$ cat src/rtl/cache_pkg.sv
`default_nettype none
// ============================================================================
// Module      : cache_pkg
// Description : Shared types and helpers for the data-memory miss controller.
// Revision    : 1.0 - initial release
// ============================================================================
package cache_pkg;

    localparam int unsigned c_line_bytes = 16;
    localparam int unsigned c_l2_latency = 4;

    typedef enum logic [2:0] {
        IDLE      = 3'd0,
        L2_LOOKUP = 3'd1,
        MEM_WAIT  = 3'd2,
        L2_FILL   = 3'd3,
        L1_FILL   = 3'd4,
        WR_THRU   = 3'd5,
        DONE      = 3'd6
    } miss_state_e;

    // Clears the byte-offset bits; line_bytes must be a power of two.
    function automatic logic [63:0] line_align(input logic [63:0] addr,
                                               input int unsigned line_bytes);
        return addr & ~(64'(line_bytes) - 64'd1);
    endfunction

endpackage
`default_nettype wire

$ cat src/rtl/cache_latency_timer.sv
`default_nettype none
// ============================================================================
// Module      : cache_latency_timer
// Description : Loadable down-counter with zero flag for L2 lookup/write-through.
// Revision    : 1.0 - initial release
// ============================================================================
module cache_latency_timer
    import cache_pkg::*;
#(
    parameter int unsigned CNT_W = 3
) (
    input  logic             clk,
    input  logic             rst_n,
    input  logic             load,
    input  logic [CNT_W-1:0] load_val,
    input  logic             dec,
    output logic             zero
);

    logic [CNT_W-1:0] r_cnt;

    always_ff @(posedge clk or negedge rst_n) begin
        if (!rst_n) begin
            r_cnt <= '0;
        end else if (load) begin
            r_cnt <= load_val;
        end else if (dec && (r_cnt != '0)) begin
            r_cnt <= r_cnt - 1'b1;
        end
    end

    assign zero = (r_cnt == '0);

endmodule
`default_nettype wire

$ cat src/rtl/cache_miss_controller.sv
`default_nettype none
// ============================================================================
// Module      : cache_miss_controller
// Description : Miss-handling FSM between the M-stage port, L1/L2 and memory.
//               Optional perf counters enabled by defining CACHE_PERF_CNT_EN.
// Revision    : 1.0 - initial release
// ============================================================================
module cache_miss_controller
    import cache_pkg::*;
#(
    parameter int unsigned ADDR_W     = 32,
    parameter int unsigned LINE_BYTES = c_line_bytes,
    parameter int unsigned L2_LATENCY = c_l2_latency
) (
    input  logic              clk,
    input  logic              rst_n,
    input  logic              req_valid,
    input  logic              req_write,
    input  logic [ADDR_W-1:0] req_addr,
    input  logic              l1_hit,
    input  logic              l2_hit,
    output logic              mem_req,
    output logic [ADDR_W-1:0] mem_addr,
    input  logic              mem_ack,
    output logic              l2_fill_en,
    output logic              l1_fill_en,
    output logic [ADDR_W-1:0] fill_addr,
    output logic              mem_stall,
    output logic              l1_miss,
    output logic              l2_miss,
    output logic              cache_busy,
    output logic [31:0]       perf_l1_miss_cnt,
    output logic [31:0]       perf_l2_miss_cnt,
    output logic [31:0]       perf_stall_cnt
);

    localparam int unsigned c_cnt_w = $clog2(L2_LATENCY + 1);

    miss_state_e       r_state;
    miss_state_e       w_next_state;
    logic [ADDR_W-1:0] r_addr_q;
    logic              w_timer_load;
    logic              w_timer_dec;
    logic              w_timer_zero;
    logic              w_idle_req;
    logic [ADDR_W-1:0] w_line_addr;

    // IDLE outputs follow the request combinationally; gating with rst_n keeps
    // every stall cause low while reset is asserted.
    assign w_idle_req   = (r_state == IDLE) && req_valid && rst_n;
    assign w_timer_load = w_idle_req && (req_write || !l1_hit);
    assign w_timer_dec  = (r_state == L2_LOOKUP) || (r_state == WR_THRU);

    cache_latency_timer #(
        .CNT_W (c_cnt_w)
    ) u_timer (
        .clk      (clk),
        .rst_n    (rst_n),
        .load     (w_timer_load),
        .load_val (c_cnt_w'(L2_LATENCY - 1)),
        .dec      (w_timer_dec),
        .zero     (w_timer_zero)
    );

    always_ff @(posedge clk or negedge rst_n) begin
        if (!rst_n) begin
            r_state  <= IDLE;
            r_addr_q <= '0;
        end else begin
            r_state <= w_next_state;
            if (w_timer_load) begin
                r_addr_q <= req_addr;
            end
        end
    end

    always_comb begin
        w_next_state = r_state;
        mem_req      = 1'b0;
        l2_fill_en   = 1'b0;
        l1_fill_en   = 1'b0;
        l1_miss      = 1'b0;
        l2_miss      = 1'b0;
        cache_busy   = 1'b0;
        case (r_state)
            IDLE: begin
                if (w_idle_req) begin
                    if (req_write) begin
                        cache_busy   = 1'b1;
                        w_next_state = WR_THRU;
                    end else if (!l1_hit) begin
                        l1_miss      = 1'b1;
                        w_next_state = L2_LOOKUP;
                    end
                end
            end
            L2_LOOKUP: begin
                l1_miss = 1'b1;
                if (w_timer_zero) begin
                    w_next_state = l2_hit ? L1_FILL : MEM_WAIT;
                end
            end
            MEM_WAIT: begin
                l2_miss = 1'b1;
                mem_req = 1'b1;
                if (mem_ack) begin
                    w_next_state = L2_FILL;
                end
            end
            L2_FILL: begin
                cache_busy   = 1'b1;
                l2_fill_en   = 1'b1;
                w_next_state = L1_FILL;
            end
            L1_FILL: begin
                cache_busy   = 1'b1;
                l1_fill_en   = 1'b1;
                w_next_state = DONE;
            end
            WR_THRU: begin
                cache_busy = 1'b1;
                if (w_timer_zero) begin
                    w_next_state = DONE;
                end
            end
            DONE: begin
                w_next_state = IDLE;
            end
            default: begin
                w_next_state = IDLE;
            end
        endcase
    end

    assign mem_stall   = l1_miss || l2_miss || cache_busy;
    assign w_line_addr = ADDR_W'(line_align(64'(r_addr_q), LINE_BYTES));
    assign mem_addr    = w_line_addr;
    assign fill_addr   = w_line_addr;

`ifdef CACHE_PERF_CNT_EN
    logic [31:0] r_perf_l1_miss_cnt;
    logic [31:0] r_perf_l2_miss_cnt;
    logic [31:0] r_perf_stall_cnt;

    always_ff @(posedge clk or negedge rst_n) begin
        if (!rst_n) begin
            r_perf_l1_miss_cnt <= '0;
            r_perf_l2_miss_cnt <= '0;
            r_perf_stall_cnt   <= '0;
        end else begin
            if ((r_state == IDLE) && (w_next_state == L2_LOOKUP)
                && (r_perf_l1_miss_cnt != '1)) begin
                r_perf_l1_miss_cnt <= r_perf_l1_miss_cnt + 32'd1;
            end
            if ((r_state == L2_LOOKUP) && (w_next_state == MEM_WAIT)
                && (r_perf_l2_miss_cnt != '1)) begin
                r_perf_l2_miss_cnt <= r_perf_l2_miss_cnt + 32'd1;
            end
            if (mem_stall && (r_perf_stall_cnt != '1)) begin
                r_perf_stall_cnt <= r_perf_stall_cnt + 32'd1;
            end
        end
    end

    assign perf_l1_miss_cnt = r_perf_l1_miss_cnt;
    assign perf_l2_miss_cnt = r_perf_l2_miss_cnt;
    assign perf_stall_cnt   = r_perf_stall_cnt;
`else
    assign perf_l1_miss_cnt = '0;
    assign perf_l2_miss_cnt = '0;
    assign perf_stall_cnt   = '0;
`endif

endmodule
`default_nettype wire

$ cat config.mk
export PLATFORM = sky130hd
export DESIGN_NAME = cache_miss_controller
export DESIGN_NICKNAME = d
export VERILOG_FILES = /design/src/rtl/cache_pkg.sv /design/src/rtl/cache_latency_timer.sv /design/src/rtl/cache_miss_controller.sv
export SDC_FILE = /design/constraint.sdc
export NUM_CORES = 1
export LEC_CHECK = 0
export BUFFER_PORTS_ARGS = -buffer_cell sky130_fd_sc_hd__buf_2
export CELL_PAD_IN_SITES_DETAIL_PLACEMENT = 1
export CELL_PAD_IN_SITES_GLOBAL_PLACEMENT = 1
export CORE_MARGIN = 3
export CORE_UTILIZATION = 25
export CTS_CLUSTER_SIZE = 16
export DETAILED_ROUTE_END_ITERATION = 10
export PLACE_DENSITY_LB_ADDON = 0.1
export SLEW_MARGIN = 5
export SYNTH_ARGS = -nofsm -noshare
export SYNTH_HDL_FRONTEND = slang
export SYNTH_SLANG_ARGS = --single-unit
export TNS_END_PERCENT = 50
$ cat constraint.sdc
create_clock -name clk -period 1.32 [get_ports clk]
set_input_delay 0.066 -clock clk [delete_from_list [all_inputs] [get_ports clk]]
set_output_delay 0.066 -clock clk [all_outputs]
set_load 0.02 [all_outputs]
Yosys cells after proc, flatten, opt, wreduce, memory -nomap -nowiden
Cells that the tools add are included.
- add/subtract/negate cells: 1
- equal/unequal tests: 10
- muxes and demuxes: 20
- reduce and logical (&&, ||, !) cells: 15
- operator list (cell ; number):
    two-way mux 3 bit ; 9
    case mux 3 bit (6 select lines) ; 1
    two-way mux 1 bit ; 8
    equality test 3 x 2 -> 1 bit, second input constant ; 2
    equality test 3 bit, second input constant ; 2
    zero test 3 bit ; 2
    AND reduction 5 bit ; 1
    logical AND 1 bit ; 4
    logical OR 1 bit ; 4
    != test 2 x 1 -> 1 bit, second input constant ; 2
    != test 2 bit, second input constant ; 2
    case mux 1 bit (2 select lines) ; 2
    equality test 3 x 1 -> 1 bit, second input constant ; 1
    != test 3 bit, second input constant ; 1
    nonzero test 3 bit ; 1
    OR reduction 3 bit ; 1
    subtractor 3 x 1 -> 3 bit, second input constant ; 1
    nonzero test 2 bit ; 1
    zero test 1 bit ; 1
- register bits after elaboration: 38
- input bits: 39
- output and inout port bits: 167
- logic and storage cells: 49

Longest topological paths before layout
Gate-level depths: netlist of run 1.
- depth after elaboration: 7
- depth in mapped cells: 6

By module
Synthesis of run 1 repeated with hierarchy kept, for this count alone.
- cells, all modules: 244
- area total of the unflattened synthesis: 2666.3 um2
- modules (own cells, without submodules) (module ; times used ; cells each ; area each (um2) ; seq. area each (um2)):
    cache_miss_controller ; 1 ; 225 ; 2476.1 ; 775.7
    cache_latency_timer ; 1 ; 19 ; 190.2 ; 75.1

Least setup slack after synthesis of run 1
Ideal clock, no wire load.
- kind: reg-to-reg
- start: reg r_state[0]
- end: reg r_addr_q[10]
- library setup time: 0.125 ns
- arrival: 1.211 ns
- path slack: -0.016 ns
- cell stages (with the launch flop): 6
- path through: dfrtp_1 buf_6 nor3_4 nand2_2 buf_6 mux2_4
- word-level cells in the longest chain between the ends: 4
- ends and longest elaborated chain (item ; RTL line ; RTL):
    start: declaration ; cache_miss_controller.sv:39 ; miss_state_e r_state;
    start signal: assignment ; cache_miss_controller.sv:70 ; r_state <= w_next_state;
    zero test 3 bit ; cache_miss_controller.sv:50 ; assign w_idle_req = (r_state == IDLE) && req_valid && rst_n;
    logical AND 1 bit (2 in series) ; cache_miss_controller.sv:50 ;
    logical AND 1 bit ; cache_miss_controller.sv:51 ; assign w_timer_load = w_idle_req && (req_write || !l1_hit);
    end signal: assignment ; cache_miss_controller.sv:72 ; r_addr_q <= req_addr;
    end: declaration ; cache_miss_controller.sv:41 ; logic [ADDR_W-1:0] r_addr_q;
Every way passes these cells.
A chain may end at the register's enable or synchronous reset.

Final worst setup path of run 1
- start: reg r_state[2]
- end: out cache_busy
- word-level cells in the longest chain between the ends: 5
- elaborated cells on any way between the ends: 9
- those cells by class: 3 x eq/ne; 2 x mux; 4 x reduce/logical
- ends and longest elaborated chain (item ; RTL line ; RTL):
    zero test 3 bit ; cache_miss_controller.sv:50, cache_miss_controller.sv:85 ;
    logical AND 1 bit (2 in series) ; cache_miss_controller.sv:50 ;
    two-way mux 1 bit ; cache_miss_controller.sv:87 ; if (w_idle_req) begin
    case mux 1 bit (2 select lines) * ; cache_miss_controller.sv:85 ; case (r_state)
    end: declaration ; cache_miss_controller.sv:31 ; output logic cache_busy,
Mark *: on every way between the ends. The rest lies on a longest branch, timed or not.

==> metrics.yaml, run 1 <==
setup_path:
  path_class: "flip-flop to output pin"
  crit_chain: "buf_6 -> buf_8 -> a31oi_1 -> o22ai_1 -> buf_4"
  max_stage_delay_ns: 0.42
  cp_max_fo: 9
  cp_slowest_cell: "dfrtp_1"
  crit_path_end_kind: "output pin"
  crit_path_start_kind: "flip-flop"
  required_ns: 1.25
  worstRegToRegCells: 7
  worstPathArrival_ns: 1.37
synthesis:
  ys_seq_area_share_pct: 32.66
  syn_avg_cell_area_sq_um: 10.63
  synthCells: 245
  synth_seq_cells: 34
  syn_area_sq_um: 2605
  async_flop_share_pct: 100.0
  synth_ff_type: "dfrtp_1"
  ys_types: 30
  synth_edf_count: 0
  ys.warnings.count: 0
timing:
  fmax_ghz: 0.6975
  period_needed_ns: 1.434
  fin_crit_sh_pct: 108.6
  rsz0062_at_grt: "true"
  finalSetupViolCount: 37
  hold_viol_final: 0
  setup_slack_ns: -0.1137
  fin_skew_ns: 0.004959
  maxSlewViolCount: 0
power_and_ir_drop:
  worst_ir_drop_vdd_v: 0.0006830
  internal_power_mw: 4.359
  p_clk_share_pct: 15.2
  power_density_nw_per_um2: 2423
  switching_share_pct: 43.79
  seq_power_share_pct: 25.6
  switching_power_mw: 3.395
  combPwrFrac_pct: 59.3
  leakage_nw: 1.821
hold_path:
  hold_depth: 2
  hold_class: "input pin to flip-flop"
final_layout:
  syn2layout_area_growth_pct: 22.86
  n_fill_cell: 1199
  postLayoutCoreUtil_pct: 32.15
  stdcell_area_sq_um: 3201
  layout-drive-gt1-share_pct: 46.63
  finalNetCount: 396
  antenna_cells: 0
cts:
  clkTransAtPathRegs_ns: 0.08
  h-tree-depth: 2
  clock-sinks: 34
  clockBufferDepth: 2
  cts_buffers: 5
  worstSkewPairLatency_ns: 0.28
  tritoncts: "yes"
  cts_root_buf: "clkbuf_8"
job:
  cap_violations: 0
place:
  io_buffers: 97
  place_hpwl_mm: 4.254
  routabilityCongestion: 0.6777
  placedInstanceArea_sq_um: 2708
detailed_routing:
  wirelength_mm: 5.751
  first_iter_violations: 36
  routed_via_density: 3.476
  route.detailed.drc: 0
  drt_first_pass_iters: 3
  ant_nets: 0
  vias: 1700
  wire_per_inst_um: 11.76
global_route:
  grt_pass1_wl_mm: 8.176
  track_usage_pct: 8.893
  antenna_found_initial: 1
  grt_max_degree: 35
  overflow: 0
  grt_pass1_vias: 1643
floorplanning:
  die_y_um: 108.1
  row_count: 36
  die_x_um: 108.1
  initial_utilization_pct: 26.17
  core_area_sq_um: 9955
  io-pin-count: 206
  dieArea_sq_um: 11680
run_status:
  violations: "setup timing"
  status: "finished with violations"
==> layout make-up <==
cell class | count | area, sq um | share of cell area [%]
Clock buffer | 5 | 68.82 | 2.150
Clock inverter | 3 | 68.82 | 2.150
Sequential cell | 34 | 852.1 | 26.62
Timing Repair Buffer | 139 | 913.4 | 28.54
Tap cell | 133 | 166.4 | 5.199
Multi-Input combinational cell | 170 | 1112 | 34.75
Inverter | 5 | 18.77 | 0.5864
==> flip-flops by register name, summed over array words and instances, names as in the netlist <==
name and cells:
r_addr_q 28, r_state 3, u_timer.r_cnt 3
==> power by group through the flow <==
stage               clock network, mW  registers (mW)  logic (mW)
CTS                              1.23            1.99        4.51
detailed placement                  0            2.00        4.24
global placement                    0            1.99        4.22
global route                     1.29            2.08        4.93
finish                           1.18            1.98        4.59
floorplan                           0            2.48        3.14
==> critical path: cells and delay by family, from the launching register on <==
| family | cells | cell delay [ns] |
|---|---|---|
| AO/OA/AOI/OAI | 2 | 0.23 |
| buffers and inverters | 3 | 0.43 |
| flip-flops | 1 | 0.42 |
==> cells by family after synthesis <==
group	count (synthesis)	synth area share (%)
mux	31	17.34
buf+inv	144	41.16
xor+xnor	1	0.3363
compound gates	13	3.459
flops	34	32.66
simple gates	19	3.939
fa+ha+maj	2	0.9605
other cells	1	0.1440
==> routing by layer <==
layer / part of all wire [%] / GRT usage [%] / routed length, um
met1: 40 / 11.19 / 2281
met2: 48 / 14.12 / 2749
met3: 11 / 3.224 / 641
met4: 1.1 / 2.976 / 61
met5: 0.30 / 0 / 17
==> worst paths after layout <==
path | startpoint | end | slack (ns)
hold reg to reg | u_timer.r_cnt[1]$_DFFE_PN0P_ | u_timer.r_cnt[1]$_DFFE_PN0P_ | 0.52
setup / recovery | r_state[2]$_DFFE_PN0P_ | cache_busy | -0.11
min in group asynchronous | rst_n | r_addr_q[7]$_DFFE_PN0P_ | 0.42
hold / removal | req_addr[24] | r_addr_q[24]$_DFFE_PN0P_ | 0.01
max in group asynchronous | rst_n | r_state[0]$_DFFE_PN0P_ | 0.56
setup reg to reg | r_state[1]$_DFFE_PN0P_ | u_timer.r_cnt[2]$_DFFE_PN0P_ | -0.10
==> cells in the final DEF, fill, tap and decap left out, drive strengths merged, types with 2 or more instances in the layout <==
master       count
dfrtp           34
a21oi            4
mux2            29
nor2b            2
bufinv           2
mux2i            2
and2             2
clkbuf           5
nor3             3
conb           104
dlygate4sd3     24
buf            115
nand2            6
o21ai            2
ha               2
nor2             5
inv              5
==> synth_stat cells, types with 2 or more instances <==
cell type / number / area (sq um)
nor3_1: 2 / 10.01
buf_4: 133 / 998.5
and2_1: 2 / 12.51
mux2_4: 28 / 420.4
ha_1: 2 / 25.02
mux2i_1: 2 / 20.02
nor2_1: 5 / 18.77
inv_1: 5 / 18.77
dfrtp_1: 34 / 850.8
buf_6: 4 / 45.04
buf_2: 2 / 10.01
nor2b_1: 2 / 12.51
nand2_1: 5 / 18.77
a21oi_1: 3 / 15.01
==> through the flow <==
step | hold slack [ns] | setup TNS (ns) | power, mW | cells | setup slack (ns)
global placement | 0.1842 | -1.376 | 6.208 | 453 | -0.07303
global route | 0.001534 | -4.733 | 8.301 | 489 | -0.1981
floorplan | -0.2296 | 0 | 5.616 | 348 | 0.002972
detailed placement | 0.1973 | -1.914 | 6.243 | 453 | -0.08140
finish | 0.01135 | -2.141 | 7.754 | 489 | -0.1137
CTS | 0.0004320 | -3.498 | 7.729 | 482 | -0.1562
==> what timing repair did <==
action	4_1_cts	5_1_grt
pin swaps	2	4
setup endpoints to repair	37	41
endpoints found under the hold margin	51	6
hold buffers	18	6
setup buffers	3	1
resized for setup	12	12
No activity file was read; power rests on OpenSTA's default activity.
==> inputs of run 2 (changes only) <==
Settings changed: ABC_AREA from default to 1, CORE_UTILIZATION 25 to 24, MAX_ROUTING_LAYER from default to met4.
==> run 2 against run 1 <==
The flow still finishes with violations (setup timing). Highest routed layer is now met4. Power is 5.2% lower. Critical path depth increased by 2. Combinational power is 5.0% lower. Critical endpoint is now r_addr_q[25]$_DFFE_PN0P_. Sequential share of layout area grew 2.3 points. Critical path type is now flip-flop to flip-flop. Largest cell class unchanged.
==> metrics.yaml, run 2 <==
cts:
  tritoncts: "yes"
  clock-sinks: 34
  h-tree-depth: 2
  clockBufferDepth: 2
  cts_buffers: 5
  worstSkewPairLatency_ns: 0.29
  clkTransAtPathRegs_ns: 0.08
  cts_root_buf: "clkbuf_8"
final_layout:
  mostFrequentLayoutCells: "conb_1, buf_2, nand2_1"
  antenna_cells: 0
  finalNetCount: 451
  postLayoutCoreUtil_pct: 28.46
  top_register: "r_addr_q"
  layout-drive-gt1-share_pct: 35.77
  layout_commonest_cell: "conb_1"
  largest_reg_flops: 28
  regArea_sq_um: 854.6
  reg_top3: "r_addr_q: 28 flops, r_state: 3 flops, u_timer.r_cnt: 3 flops"
  syn2layout_area_growth_pct: 15.02
  multiInputGateArea_sq_um: 958.4
  n_fill_cell: 1330
timing:
  hold_viol_final: 0
  fin_crit_sh_pct: 110.9
  maxSlewViolCount: 0
  setup_slack_ns: -0.1443
  tns_ns: -3.725
  fin_skew_ns: 0.005097
  rsz0062_at_grt: "true"
  period_needed_ns: 1.464
  finalSetupViolCount: 37
  fmax_ghz: 0.6829
floorplanning:
  dieArea_sq_um: 11970
  row_count: 37
  die_y_um: 109.4
  core_area_sq_um: 10370
  die_x_um: 109.4
  io-pin-count: 206
  initial_utilization_pct: 24.75
place:
  place_hpwl_mm: 4.385
  io_buffers: 97
  routabilityCongestion: 0.7263
detailed_routing:
  wirelength_mm: 5.984
  drt_first_pass_iters: 4
  routed_via_density: 3.444
  ant_nets: 0
  vias: 1884
  wire_per_inst_um: 10.94
  first_iter_violations: 81
  route.detailed.drc: 0
synthesis:
  async_flop_share_pct: 100.0
  yosys-top-cells-count: "buf_4, nand2_1, inv_1, dfrtp_1, o21ai_0"
  ys_seq_area_share_pct: 33.15
  yosysTopAreaCell: "buf_4"
  syn_area_sq_um: 2566
  synth_top_area_share_pct: 38.91
  ys_types: 22
  synth_seq_cells: 34
  syn_avg_cell_area_sq_um: 7.872
  synth.most_common_cell: "buf_4"
  synth_edf_count: 0
  synth_area_leaders: "buf_4, dfrtp_1, nand2_1, inv_1, o21ai_0"
  synth_ff_type: "dfrtp_1"
  synthCells: 326
  ys.warnings.count: 0
setup_path:
  crit_path_end_kind: "flip-flop"
  worstRegToRegCells: 7
  worstPathArrival_ns: 1.64
  crit_path_start_kind: "flip-flop"
  required_ns: 1.50
  cp_max_fo: 29
  regToRegSetupSlack_ns: -0.14
  path_class: "flip-flop to flip-flop"
  reg2reg_to: "r_addr_q[25]$_DFFE_PN0P_"
  reg2reg_from: "r_state[0]$_DFFE_PN0P_"
  worstSetupEndpoint: "r_addr_q[25]$_DFFE_PN0P_"
  crit_start: "r_state[0]$_DFFE_PN0P_"
global_route:
  grt_pass1_wl_mm: 8.349
  track_usage_pct: 9.060
  antenna_found_initial: 0
  grt_max_degree: 60
  overflow: 0
  grt_pass1_vias: 1677
job:
  cap_violations: 0
power_and_ir_drop:
  leakage_nw: 1.832
  worst_ir_drop_vdd_v: 0.0008722
  power_density_nw_per_um2: 2491
run_status:
  status: "finished with violations"
  violations: "setup timing"
hold_path:
  hold_class: "input pin to flip-flop"
==> run 2: cell count changes after synthesis, moves of 6 or more <==
| cell | delta |
|---|---|
| inv_1 | +37 |
| mux2_4 | -28 |
| nand2_1 | +46 |
| nand3_1 | +9 |
| nor2_1 | +6 |
| o21ai_0 | +18 |
| o21ai_1 | +9 |
==> run 2: worst min-delay path by stage <==
stage | start | endpoint | slack [ns] | depth (start not counted)
3_5_place_dp | rst_n | r_state[0]$_DFFE_PN0P_ | 0.18 | 2
3_3_place_gp | rst_n | r_state[0]$_DFFE_PN0P_ | 0.19 | 2
5_1_grt | req_addr[23] | r_addr_q[23]$_DFFE_PN0P_ | 0.0006 | 3
2_1_floorplan | rst_n | r_addr_q[10]$_DFFE_PN0P_ | -0.23 | 0
4_1_cts | req_addr[18] | r_addr_q[18]$_DFFE_PN0P_ | 0.00008 | 3
6_report | req_addr[30] | r_addr_q[30]$_DFFE_PN0P_ | 0.002 | 3
==> run 2: cell families after synthesis <==
| group | synth area share [%] |
|---|---|
| AOI/OAI and AO/OA | 5.997 |
| adders and majority gates | 0.9750 |
| and+or+nand+nor | 12.77 |
| buffers and inverters | 46.95 |
| DFF | 33.15 |
| other | 0.1461 |
==> run 2: timing repair <==
item / 4_1_cts / 5_1_grt
pin swaps: 7 / 2
buffers inserted: 6 / 1
gates cloned: 0 / 1
hold buffers: 1 / 1
endpoints found under the hold margin: 34 / 1
setup endpoints to repair: 8 / 40
resized for setup: 23 / 27
==> run 2: stage by stage <==
step | setup slack, ns | hold WS [ns] | instance area, sq um | std cells | total power, mW
after floorplan | 0.05152 | -0.2296 | 2953 | 429 | 5.314
after global placement | 0.02262 | 0.1852 | 2626 | 529 | 5.859
after detailed placement | 0.003637 | 0.1791 | 2626 | 529 | 5.910
after CTS | -0.1668 | 0.00008016 | 2859 | 544 | 7.253
after global routing | -0.2352 | 0.0005578 | 2952 | 547 | 8.011
final | -0.1443 | 0.001525 | 2952 | 547 | 7.352
==> run 2: area by class of cell <==
class	instances	area share, %
repair buffers	113	23.36
clock inverters	3	1.526
flip-flops and latches	34	28.95
clock buffers	5	2.331
multi-input cells	212	32.47
inverters	44	5.596
well taps	136	5.765
==> run 2: metal layers <==
metal | track usage, % | part of all wire [%]
met5 | - | 0
met4 | 2.671 | 1.3
met3 | 2.055 | 8.6
met2 | 14.39 | 50
met1 | 11.54 | 40
==> run 2: power breakdown <==
group	total (mW)	internal (mW)	switching, mW	leakage, nW
sequential	2.00	1.58	0.423	0.418
combinational	4.36	1.56	2.80	1.36
clock	0.989	0.562	0.427	0.0504
total	7.35	3.70	3.65	1.83
==> run 2: worst max-delay path, stage by stage (launching register included) <==
cell	delay, ns
dfrtp_2	0.45
nor2_4	0.18
buf_6	0.12
buf_6	0.10
nand4_4	0.13
clkbuf_16	0.24
nand2_1	0.07
o21ai_0	0.07
